### src/rtl/dcache_write_buffer_pkg.sv
// Shared types for the data-cache write buffer: line/address widths,
// the entry record and the drain FSM state encoding.
package proc_pkg;

  localparam int LINE_W           = 256;
  localparam int ADDR_W           = 16;
  localparam int LINE_OFFSET_BITS = 5;

  typedef struct packed {
    logic              valid;
    logic [ADDR_W-1:0] addr;
    logic [LINE_W-1:0] data;
  } wb_entry_t;

  typedef enum logic {
    WB_IDLE = 1'b0,
    WB_REQ  = 1'b1
  } wb_state_t;

endpackage

### src/rtl/dcache_write_buffer_if.sv
// Bus bundle between the cache stage, the write buffer and the arbiter
// data port. The master side is the cache stage plus memory; the slave
// side is the write buffer itself.
interface dcache_write_buffer_if #(
  parameter int cache_line_width = proc_pkg::LINE_W,
  parameter int addr_width       = proc_pkg::ADDR_W,
  parameter int depth            = 4
);
  localparam int CNT_W = $clog2(depth) + 1;

  logic                        push_valid;
  logic [addr_width-1:0]       push_addr;
  logic [cache_line_width-1:0] push_data;
  logic                        push_ready;

  logic [addr_width-1:0]       lookup_addr;
  logic                        lookup_hit;
  logic [cache_line_width-1:0] lookup_data;

  logic                        petitionDat;
  logic [addr_width-1:0]       addrDat;
  logic [cache_line_width-1:0] dataWrittenToMem;
  logic                        weDat;
  logic                        serviceReadyDat;

  logic                        empty;
  logic [CNT_W-1:0]            count;

  modport master (
    output push_valid, push_addr, push_data, lookup_addr, serviceReadyDat,
    input  push_ready, lookup_hit, lookup_data, petitionDat, addrDat,
           dataWrittenToMem, weDat, empty, count
  );

  modport slave (
    input  push_valid, push_addr, push_data, lookup_addr, serviceReadyDat,
    output push_ready, lookup_hit, lookup_data, petitionDat, addrDat,
           dataWrittenToMem, weDat, empty, count
  );

endinterface

### src/rtl/dcache_write_buffer_match.sv
// Tag compare across all buffer entries with youngest-first priority.
// "Youngest" means the valid match closest behind the write pointer.
// Entries flagged in i_exclude are never reported as a match.
module wb_match_unit #(
  parameter int depth = 4,
  parameter int tag_w = 11,
  parameter int ptr_w = $clog2(depth)
) (
  input  logic [depth-1:0]            i_valid,
  input  logic [depth-1:0][tag_w-1:0] i_tags,
  input  logic [ptr_w-1:0]            i_wrPtr,
  input  logic [tag_w-1:0]            i_lookupTag,
  input  logic [depth-1:0]            i_exclude,
  output logic                        o_hit,
  output logic [ptr_w-1:0]            o_idx
);

  logic [ptr_w-1:0] w_idx;

  // Walk from oldest to youngest so the last match written wins.
  always_comb begin
    o_hit = 1'b0;
    o_idx = '0;
    w_idx = '0;
    for (int k = depth; k >= 1; k--) begin
      w_idx = i_wrPtr - ptr_w'(k);
      if (i_valid[w_idx] && !i_exclude[w_idx] && (i_tags[w_idx] == i_lookupTag)) begin
        o_hit = 1'b1;
        o_idx = w_idx;
      end
    end
  end

endmodule

### src/rtl/dcache_write_buffer.sv
// Write buffer between the data-cache stage and the arbiter data port.
// Evicted dirty lines are queued in a circular FIFO and drained in push
// order over petitionDat/serviceReadyDat; load misses can be served from
// pending entries through the lookup port.
// Optional feature macro: WB_COALESCE_EN (merge a push into a matching
// non-head entry instead of allocating).
module dcache_write_buffer
  import proc_pkg::*;
#(
  parameter int cache_line_width = LINE_W,
  parameter int addr_width       = ADDR_W,
  parameter int depth            = 4,
  parameter int line_offset_bits = LINE_OFFSET_BITS
) (
  input logic                clk,
  input logic                reset,
  dcache_write_buffer_if.slave bus
);

  localparam int PTR_W = $clog2(depth);
  localparam int CNT_W = PTR_W + 1;
  localparam int TAG_W = addr_width - line_offset_bits;

  // Only the line tag is stored; the byte offset is always zero on the way out.
  logic [depth-1:0]                       r_valid;
  logic [depth-1:0][TAG_W-1:0]            r_tag;
  logic [depth-1:0][cache_line_width-1:0] r_data;
  logic [PTR_W-1:0]                       r_wrPtr;
  logic [PTR_W-1:0]                       r_rdPtr;
  logic [CNT_W-1:0]                       r_count;
  wb_state_t                              r_state;
  wb_state_t                              w_nextState;

  logic             w_full;
  logic             w_empty;
  logic             w_retire;
  logic             w_alloc;
  logic             w_coalesce;
  logic             w_petition;
  logic             w_lookupHit;
  logic [PTR_W-1:0] w_lookupIdx;
  logic [TAG_W-1:0] w_pushTag;
  logic [TAG_W-1:0] w_lookupTag;
  logic             w_unusedOffsets;

  assign w_pushTag   = bus.push_addr[addr_width-1:line_offset_bits];
  assign w_lookupTag = bus.lookup_addr[addr_width-1:line_offset_bits];
  assign w_unusedOffsets = ^{bus.push_addr[line_offset_bits-1:0],
                             bus.lookup_addr[line_offset_bits-1:0]};

  assign w_full   = (r_count == CNT_W'(depth));
  assign w_empty  = (r_count == '0);
  assign w_retire = (r_state == WB_REQ) && bus.serviceReadyDat;

  wb_match_unit #(
    .depth (depth),
    .tag_w (TAG_W)
  ) u_lookupMatch (
    .i_valid     (r_valid),
    .i_tags      (r_tag),
    .i_wrPtr     (r_wrPtr),
    .i_lookupTag (w_lookupTag),
    .i_exclude   ('0),
    .o_hit       (w_lookupHit),
    .o_idx       (w_lookupIdx)
  );

`ifdef WB_COALESCE_EN
  logic [depth-1:0] w_coExclude;
  logic             w_coHit;
  logic [PTR_W-1:0] w_coIdx;

  // The head under petition must stay stable, so it never absorbs a push.
  always_comb begin
    w_coExclude = '0;
    if (r_state == WB_REQ) w_coExclude[r_rdPtr] = 1'b1;
  end

  wb_match_unit #(
    .depth (depth),
    .tag_w (TAG_W)
  ) u_coMatch (
    .i_valid     (r_valid),
    .i_tags      (r_tag),
    .i_wrPtr     (r_wrPtr),
    .i_lookupTag (w_pushTag),
    .i_exclude   (w_coExclude),
    .o_hit       (w_coHit),
    .o_idx       (w_coIdx)
  );

  assign w_coalesce = bus.push_valid && w_coHit;
`else
  assign w_coalesce = 1'b0;
`endif

  assign w_alloc = bus.push_valid && !w_full && !w_coalesce;

  // FIFO storage, pointers and occupancy; retire and allocate may share an edge.
  always_ff @(posedge clk or posedge reset) begin
    if (reset) begin
      r_valid <= '0;
      r_tag   <= '0;
      r_data  <= '0;
      r_wrPtr <= '0;
      r_rdPtr <= '0;
      r_count <= '0;
    end else begin
      if (w_retire) begin
        r_valid[r_rdPtr] <= 1'b0;
        r_rdPtr          <= r_rdPtr + 1'b1;
      end
      if (w_alloc) begin
        r_valid[r_wrPtr] <= 1'b1;
        r_tag[r_wrPtr]   <= w_pushTag;
        r_data[r_wrPtr]  <= bus.push_data;
        r_wrPtr          <= r_wrPtr + 1'b1;
      end
`ifdef WB_COALESCE_EN
      if (w_coalesce) r_data[w_coIdx] <= bus.push_data;
`endif
      r_count <= r_count + CNT_W'(w_alloc) - CNT_W'(w_retire);
    end
  end

  // Drain FSM state register; reset drops the petition immediately.
  always_ff @(posedge clk or posedge reset) begin
    if (reset) r_state <= WB_IDLE;
    else       r_state <= w_nextState;
  end

  // Request whenever work is pending; always pass through IDLE after a retire.
  always_comb begin
    w_nextState = r_state;
    w_petition  = 1'b0;
    case (r_state)
      WB_IDLE: if (!w_empty) w_nextState = WB_REQ;
      WB_REQ: begin
        w_petition = 1'b1;
        if (bus.serviceReadyDat) w_nextState = WB_IDLE;
      end
      default: w_nextState = WB_IDLE;
    endcase
  end

  assign bus.push_ready       = !w_full;
  assign bus.petitionDat      = w_petition;
  assign bus.weDat            = w_petition;
  assign bus.addrDat          = w_empty ? '0 : {r_tag[r_rdPtr], {line_offset_bits{1'b0}}};
  assign bus.dataWrittenToMem = w_empty ? '0 : r_data[r_rdPtr];
  assign bus.lookup_hit       = w_lookupHit;
  assign bus.lookup_data      = w_lookupHit ? r_data[w_lookupIdx] : '0;
  assign bus.empty            = w_empty;
  assign bus.count            = r_count;

endmodule

### src/flat_wrapper.sv
// flat-port wrapper written by rule: the top's interface ports become plain ports
module dcache_write_buffer_flat import proc_pkg::*;
#(
  parameter int cache_line_width = LINE_W,
  parameter int addr_width       = ADDR_W,
  parameter int depth            = 4,
  parameter int line_offset_bits = LINE_OFFSET_BITS
)
  (clk, reset, bus_push_valid, bus_push_addr, bus_push_data, bus_lookup_addr, bus_serviceReadyDat, bus_push_ready, bus_lookup_hit, bus_lookup_data, bus_petitionDat, bus_addrDat, bus_dataWrittenToMem, bus_weDat, bus_empty, bus_count);
  dcache_write_buffer_if #(.cache_line_width(cache_line_width), .addr_width(addr_width), .depth(depth)) bus_i ();
  input logic clk;
  input logic reset;
  input wire logic [$bits(bus_i.push_valid)-1:0] bus_push_valid;
  input wire logic [$bits(bus_i.push_addr)-1:0] bus_push_addr;
  input wire logic [$bits(bus_i.push_data)-1:0] bus_push_data;
  input wire logic [$bits(bus_i.lookup_addr)-1:0] bus_lookup_addr;
  input wire logic [$bits(bus_i.serviceReadyDat)-1:0] bus_serviceReadyDat;
  output wire logic [$bits(bus_i.push_ready)-1:0] bus_push_ready;
  output wire logic [$bits(bus_i.lookup_hit)-1:0] bus_lookup_hit;
  output wire logic [$bits(bus_i.lookup_data)-1:0] bus_lookup_data;
  output wire logic [$bits(bus_i.petitionDat)-1:0] bus_petitionDat;
  output wire logic [$bits(bus_i.addrDat)-1:0] bus_addrDat;
  output wire logic [$bits(bus_i.dataWrittenToMem)-1:0] bus_dataWrittenToMem;
  output wire logic [$bits(bus_i.weDat)-1:0] bus_weDat;
  output wire logic [$bits(bus_i.empty)-1:0] bus_empty;
  output wire logic [$bits(bus_i.count)-1:0] bus_count;
  assign bus_i.push_valid = bus_push_valid;
  assign bus_i.push_addr = bus_push_addr;
  assign bus_i.push_data = bus_push_data;
  assign bus_i.lookup_addr = bus_lookup_addr;
  assign bus_i.serviceReadyDat = bus_serviceReadyDat;
  assign bus_push_ready = bus_i.push_ready;
  assign bus_lookup_hit = bus_i.lookup_hit;
  assign bus_lookup_data = bus_i.lookup_data;
  assign bus_petitionDat = bus_i.petitionDat;
  assign bus_addrDat = bus_i.addrDat;
  assign bus_dataWrittenToMem = bus_i.dataWrittenToMem;
  assign bus_weDat = bus_i.weDat;
  assign bus_empty = bus_i.empty;
  assign bus_count = bus_i.count;
  dcache_write_buffer #(.cache_line_width(cache_line_width), .addr_width(addr_width), .depth(depth), .line_offset_bits(line_offset_bits)) u_core (.clk(clk), .reset(reset), .bus(bus_i));
endmodule
### config.mk
export PLATFORM = sky130hd
export DESIGN_NAME = dcache_write_buffer_flat
export DESIGN_NICKNAME = d
export VERILOG_FILES = /design/src/rtl/dcache_write_buffer_pkg.sv /design/src/rtl/dcache_write_buffer_if.sv /design/src/rtl/dcache_write_buffer_match.sv /design/src/rtl/dcache_write_buffer.sv /design/src/flat_wrapper.sv
export SDC_FILE = /design/constraint.sdc
export NUM_CORES = 2
export LEC_CHECK = 0
export BUFFER_PORTS_ARGS = -buffer_cell sky130_fd_sc_hd__buf_2
export CAP_MARGIN = 20
export CELL_PAD_IN_SITES_DETAIL_PLACEMENT = 1
export CELL_PAD_IN_SITES_GLOBAL_PLACEMENT = 2
export CORE_ASPECT_RATIO = 1.1
export CORE_MARGIN = 5
export CORE_UTILIZATION = 39
export CTS_CLUSTER_SIZE = 30
export DETAILED_ROUTE_END_ITERATION = 8
export PLACE_DENSITY_LB_ADDON = 0.12
export SYNTH_ARGS = -nofsm -noshare
export SYNTH_HDL_FRONTEND = slang
export SYNTH_HIERARCHICAL = 1
export SYNTH_SLANG_ARGS = --single-unit
### constraint.sdc
create_clock -name clk -period 34.5 [get_ports clk]
set_input_delay 6.9 -clock clk [delete_from_list [all_inputs] [get_ports clk]]
set_output_delay 6.9 -clock clk [all_outputs]
set_load 0.05 [all_outputs]
# [Yosys cells after proc, flatten, opt, wreduce, memory -nomap -nowiden]
# Index checks and enable logic that the tools add are counted.
# Widths: inputs -> output; s select.
[totals] latchBits=0 mem_bits_ro=0 out_inout_bits=536 mem_count=0 ram_bits=0 ff_bits=1080
[classes] magnitude_cmp=8 multipliers=0 addsub=7 shifts=0 reduce_logical=18 div=0 mux=57 bitwise_logic=4 eq_ne=5
[ops] operator="$mux 256" n=5
[ops] operator="$bmux 256 s2" n=2
[ops] operator="$bwmux 1024" n=1
[ops] operator="$demux 256 s2" n=1
[ops] operator="$bmux 11 s2" n=5
[ops] operator="$mux 11" n=6
[ops] operator="$bwmux 44" n=1
[ops] operator="$eq 11x11->1" n=4
[ops] operator="$demux 11 s2" n=1
[ops] operator="$lt 2x3->1 const B" n=6
[ops] operator="$mux 1" n=17
[ops] operator="$bmux 1 s2" n=8
[ops] operator="$mux 16" n=1
[ops] operator="$logic_and 1x1->1" n=12
[ops] operator="$mux 2" n=4
[ops] operator="$mux 4" n=2
[ops] operator="$logic_not 1->1" n=5
[ops] operator="$add 2x1->2 const B" n=2
[ops] operator="$and 4x4->4" n=1
[ops] operator="$demux 1 s2" n=2
[ops] operator="$ge 2x1->1 const B" n=2
[ops] operator="$not 4->4" n=1
[ops] operator="$or 4x4->4" n=1
[ops] operator="$sub 2x2->2 const B" n=2
[ops] operator="other kinds (7)" n=7

# [Depth between registers and ports, before layout]
[depth] depth_word=12 ltp_mapped=17

# [By module]
# Netlist, hierarchy kept.
[modules_own_cells] mod="dcache_write_buffer" area_per_inst_um2=59763.6 cells_per_inst=3542 instances=1
[modules_own_cells] mod="wb_match_unit" area_per_inst_um2=1936.9 cells_per_inst=180 instances=1

# [Least setup slack after synthesis]
# No wires, ideal clock.
[synth_timing] path_type="input to output" startpoint="input bus_lookup_addr[7]" endpoint="output bus_lookup_data[225]" cell_stages=14 t_required_ns=27.600 t_arrival_ns=10.198 setup_slack_ns=17.402 path_cell_list="buf_1 -> o2bb2ai_1 -> a2111oi_0 -> a31oi_1 -> or4_1 -> clkbuf_1 -> o311ai_0 -> a211o_1 -> clkbuf_1 -> buf_2 -> buf_2 -> buf_2 -> mux4_2 -> and2_1"
[synth_between] elab_chain_len=9 elab_cells_between_ends=19
[synth_lines] element="start: declaration" line="flat_wrapper.sv:16" rtl="input wire logic [$bits(bus_i.lookup_addr)-1:0] bus_lookup_addr;"
[synth_lines] element="$eq 11x11->1" line="dcache_write_buffer_match.sv:27" rtl="if (i_valid[w_idx] && !i_exclude[w_idx] && (i_tags[w_idx] == i_lookupTag)) begin"
[synth_lines] element="$logic_and 1x1->1" line="dcache_write_buffer_match.sv:27"
[synth_lines] element="$mux 2 (3 in a row)" line="dcache_write_buffer_match.sv:27"
[synth_lines] element="$mux 2 *" line="dcache_write_buffer_match.sv:27"
[synth_lines] element="named net u_core.w_lookupIdx[1]" line="dcache_write_buffer.sv:41" rtl="logic [PTR_W-1:0] w_lookupIdx;"
[synth_lines] element="$bmux 256 s2 *" line="dcache_write_buffer.sv:152" rtl="assign bus.lookup_data = w_lookupHit ? r_data[w_lookupIdx] : '0;"
[synth_lines] element="$mux 256 (not written as such) *" line="dcache_write_buffer.sv:152"
[synth_lines] element="$mux 256 *" line="dcache_write_buffer.sv:152"
[synth_lines] element="end: declaration" line="flat_wrapper.sv:20" rtl="output wire logic [$bits(bus_i.lookup_data)-1:0] bus_lookup_data;"
# The timed path passes the listed nets; every way through them passes the cells marked *. The select of a mux whose other input is x is not followed.

# [Final worst setup path]
[layout_timing] startpoint="input bus_lookup_addr[7]" endpoint="output bus_lookup_data[205]"
# Same word-level chain as after synthesis.

==> summary.md <==
| Metric | Value |
|---|---|
| Outcome | `finished, final reports clean` |
| Starting Density | `0.391` |
| CP Data Required Time | `around 28 ns` |
| Vias post-DR | `~36000` |
| CP cell instances | `buf_2, o2bb2ai_1, a2111oi_0, a31oi_1, or4_1, a21o_1, a21oi_4, buf_4, buf_4, buf_4, mux4_2, and2_1, buf_2` |
| Min-delay src | `u_core/r_valid[1]` |
| Max_slew headroom | `0.170` |
| Die Ht | `around 430 um` |
| First-pass GRT wire length | `~280 mm` |
| Top FF cell, synth | `dfrtp_1` |
| CTS Buffer Depth | `3` |
| Crit start category | `input pin` |
| GR Overflow Total | `0` |
| DR pass1 iterations | `7` |
| Slowest-stage cell, CP | `buf_4` |
| Flop2flop setup slack | `slightly below 30 ns` |
| Fin crit period | `19.42 ns` |
| Reg clk slew, reported paths | `0.05 ns` |
| Least-Margin Pin Slew | `around 1.2 ns` |
| Syn. warnings | `6` |
| DRT iter0 DRCs | `between 1500 and 2000` |
| Hold Vio Cnt, Final | `0` |
| Min-delay worst type | `reg -> reg` |
| # setup viols final | `0` |
| Worst ir drop on vdd | `0.0000836 V` |
| Remaining antenna violation count | `0` |
| Die ar. | `166000 sq um` |
| Maximum capacitance violations | `0` |
| Hold depth | `1` |
| CTS Buf Count | `around 130` |
| Number of global-route vias before repair | `about 40000` |
| H-tree depth | `4` |
| Ys async rst share | `1.00` |
| Max-slew violation count | `0` |
| Die width | `about 400 um` |
| Largest net degree at the start of global routing | `about 140` |
| Top cell by count, worst path | `buf_4` |
| Skew final | `0.0315 ns` |
| Final hold slack | `a little over 0.5 ns` |
| Port Buf Inserts | `812` |
| R2r endpoint | `u_core/r_data[57]` |
| Rows | `153` |
| Post-CTS Setup Repair Bufs | `0` |
| Gp weighted congestion | `about 0.77` |
| Bufs and invs on worst path | `5` |
| Residual DRC | `0` |
| RSZ-0062 raised after global routing | `no` |
| Dpl cell area | `approximately 67000 sq um` |
| CTS Hold Buffers Added | `0` |
| GRT Overall Usage | `0.225` |
| Arr. time, crit path | `~13 ns` |
| Leakage | `approximately 31 nW` |
| Sum Neg Setup Slack | `0 ns` |
| Worst setup EP type | `output port` |
| Syn_area_per_cell | `16.6 sq um` |
| Share of cells above drive strength 1 | `0.599` |
| Worst Hold Path EP | `u_core/r_valid[1]` |
| CTS tree | `built` |
| CP Class | `in -> out` |
| Maximum clock frequency | `slightly above 50 MHz` |
| Final core utilization | `0.452` |
| Clock Sink Count | `about 1100` |
| Critical path fanouts, max | `48` |
| Post-synthesis sequential area ratio | `0.438` |
| Comb power frac | `0.562` |
| I/O Pins | `between 800 and 900` |
| Slowest stage delay, CP | `0.86 ns` |
| CTS resizes | `0` |
| Switching share of power | `0.425` |
| Pwr/cell area | `around 120 nW/um^2` |
| Power consumption | `approximately 0.009 W` |
| DP HPWL | `118 mm` |
| Mapped cell area | `between 60000 and 70000 sq um` |
| Internal power | `roughly 0.0051 W` |
| Number of enable flip-flop cells after synthesis | `0` |
| Total wire length | `190 mm` |
| Switching power | `between 0.003 and 0.004 W` |
| Worst-skew pair later-pin latency | `approximately 0.77 ns` |
| Clk pwr share | `0.158` |
| Reg2reg path depth | `8` |
| Final nets | `between 4000 and 5000` |
| Reg power frac | `0.280` |
| Routed vias/inst | `5.46` |
| Wire per inst | `28.6 um` |
| P&R area growth vs syn | `15.6%` |
| CORE AREA | `between 150000 and 200000 sq um` |
| CP top delay family | `buffers and inverters` |
| Period utilisation layout | `0.563` |
| Worst r2r src | `u_core/r_wrPtr[1]` |
| Yosys reg bits | `between 1000 and 1500` |
| Clock Root Buffer | `clkbuf_16` |
| Distinct cell type count after synthesis | `52` |
| Initial antenna violation count | `82` |
| Gate Count Post-Synth | `~3700` |
| Design Area, Final | `just over 70000 sq um` |
## metal layers
layer	share of wire	wire, um	track usage	vias to the layer above
li1	-	-	-	15374
met1	0.43	80900	0.297	19653
met2	0.46	88100	0.353	910
met3	0.076	14400	0.0737	294
met4	0.032	5980	0.0707	34
met5	0.0012	219	0	-
## stage by stage
step / std cells / setup slack [ns]
2_1_floorplan: 3734 / 12.70
3_3_place_gp: 6380 / 14.99
3_5_place_dp: 6380 / 15.01
4_1_cts: 6600 / 14.99
5_1_grt: 6617 / 14.66
6_report: 6641 / 15.08
## area by class of cell
class / instances / area (sq um)
clock inverters: 25 / 275
well taps: 2092 / 2620
clock buffers: 195 / 4000
inverters: 11 / 45.0
repair buffers: 877 / 4710
multi-input cells: 2322 / 32600
fillers: 15528 / 86400
diodes: 39 / 97.6
flip-flops and latches: 1080 / 27000
## logic make-up (layout without fill, tap and decap cells)
group	Yosys count	after routing	share of synthesized area
flip-flops	1080	1080	0.438
AND/OR/NAND/NOR	573	573	0.0580
AO/OA/AOI/OAI	35	35	0.00424
buffers and inverters	332	1108	0.0358
other	1	52	0.0000608
adder cells (fa/ha/maj)	11	11	0.00235
multiplexers	1643	1643	0.455
XOR/XNOR	47	47	0.00667
## how the worst max path moves through the flow
stage | start | end | slack, ns | depth (start not counted)
after floorplan | reset | u_core/bus.count[0] | 12.70 | 1
after global placement | bus_lookup_addr[7] | bus_lookup_data[205] | 14.99 | 13
after detailed placement | bus_lookup_addr[7] | bus_lookup_data[205] | 15.01 | 13
after CTS | bus_lookup_addr[7] | bus_lookup_data[205] | 14.99 | 13
after global routing | bus_lookup_addr[7] | bus_lookup_data[205] | 14.66 | 13
final | bus_lookup_addr[7] | bus_lookup_data[205] | 15.08 | 13
## sequential cells by signal, summed over array words and instances, names as in the netlist
register,flops
u_core/r_data,1024
u_core/r_state,1
u_core/bus.count,3
u_core/r_valid,4
u_core/r_wrPtr,2
u_core/r_rdPtr,2
u_core/r_tag,44
## synthesized netlist by cell type, types with 5 or more instances
cell type / count / area (sq um)
a21o_1: 5 / 37.5
a21oi_1: 6 / 30.0
and2_1: 256 / 1600
buf_1: 9 / 33.8
buf_2: 104 / 521
buf_4: 6 / 45.0
buf_6: 103 / 1160
clkbuf_1: 96 / 360
dfrtp_1: 1080 / 27000
ha_1: 10 / 125
inv_1: 10 / 37.5
mux2_2: 194 / 2180
mux2_4: 876 / 13200
mux2i_1: 18 / 180
mux4_1: 13 / 342
mux4_2: 542 / 12200
nand2_1: 5 / 18.8
nand3_1: 6 / 30.0
nand4_1: 6 / 37.5
nor2_1: 9 / 33.8
nor2b_1: 268 / 1680
o21ai_0: 5 / 25.0
xnor2_1: 32 / 280
xor2_1: 15 / 131
## layout by cell type (no fill, tap or decap), types with 6 or more instances in the layout
| cell type | netlist | layout |
|---|---|---|
| xnor2_1 | 32 | 32 |
| clkinv_2 | 0 | 15 |
| clkbuf_8 | 0 | 37 |
| diode_2 | 0 | 39 |
| and2_1 | 256 | 256 |
| clkbuf_16 | 0 | 136 |
| mux2_4 | 876 | 876 |
| buf_12 | 0 | 11 |
| clkbuf_1 | 96 | 22 |
| nand4_1 | 6 | 6 |
| mux2_2 | 194 | 194 |
| xor2_1 | 15 | 15 |
| ha_1 | 10 | 10 |
| conb_1 | 1 | 13 |
| buf_4 | 6 | 53 |
| dfrtp_1 | 1080 | 1076 |
| mux4_2 | 542 | 542 |
| buf_2 | 104 | 812 |
| nand3_1 | 6 | 6 |
| mux2i_1 | 18 | 18 |
| nor2b_1 | 268 | 268 |
| nor2_1 | 9 | 9 |
| inv_1 | 10 | 9 |
| mux4_1 | 13 | 13 |
## power groups by stage
| stage | combinational (W) | sequential, W | clock, W |
|---|---|---|---|
| after floorplan | 0.00401 | 0.00229 | 0 |
| after global placement | 0.00495 | 0.00243 | 0 |
| after detailed placement | 0.00499 | 0.00246 | 0 |
| after CTS | 0.00500 | 0.00246 | 0.00144 |
| after global routing | 0.00519 | 0.00256 | 0.00149 |
| final | 0.00494 | 0.00247 | 0.00139 |
Power figures use the tool's default switching activity.
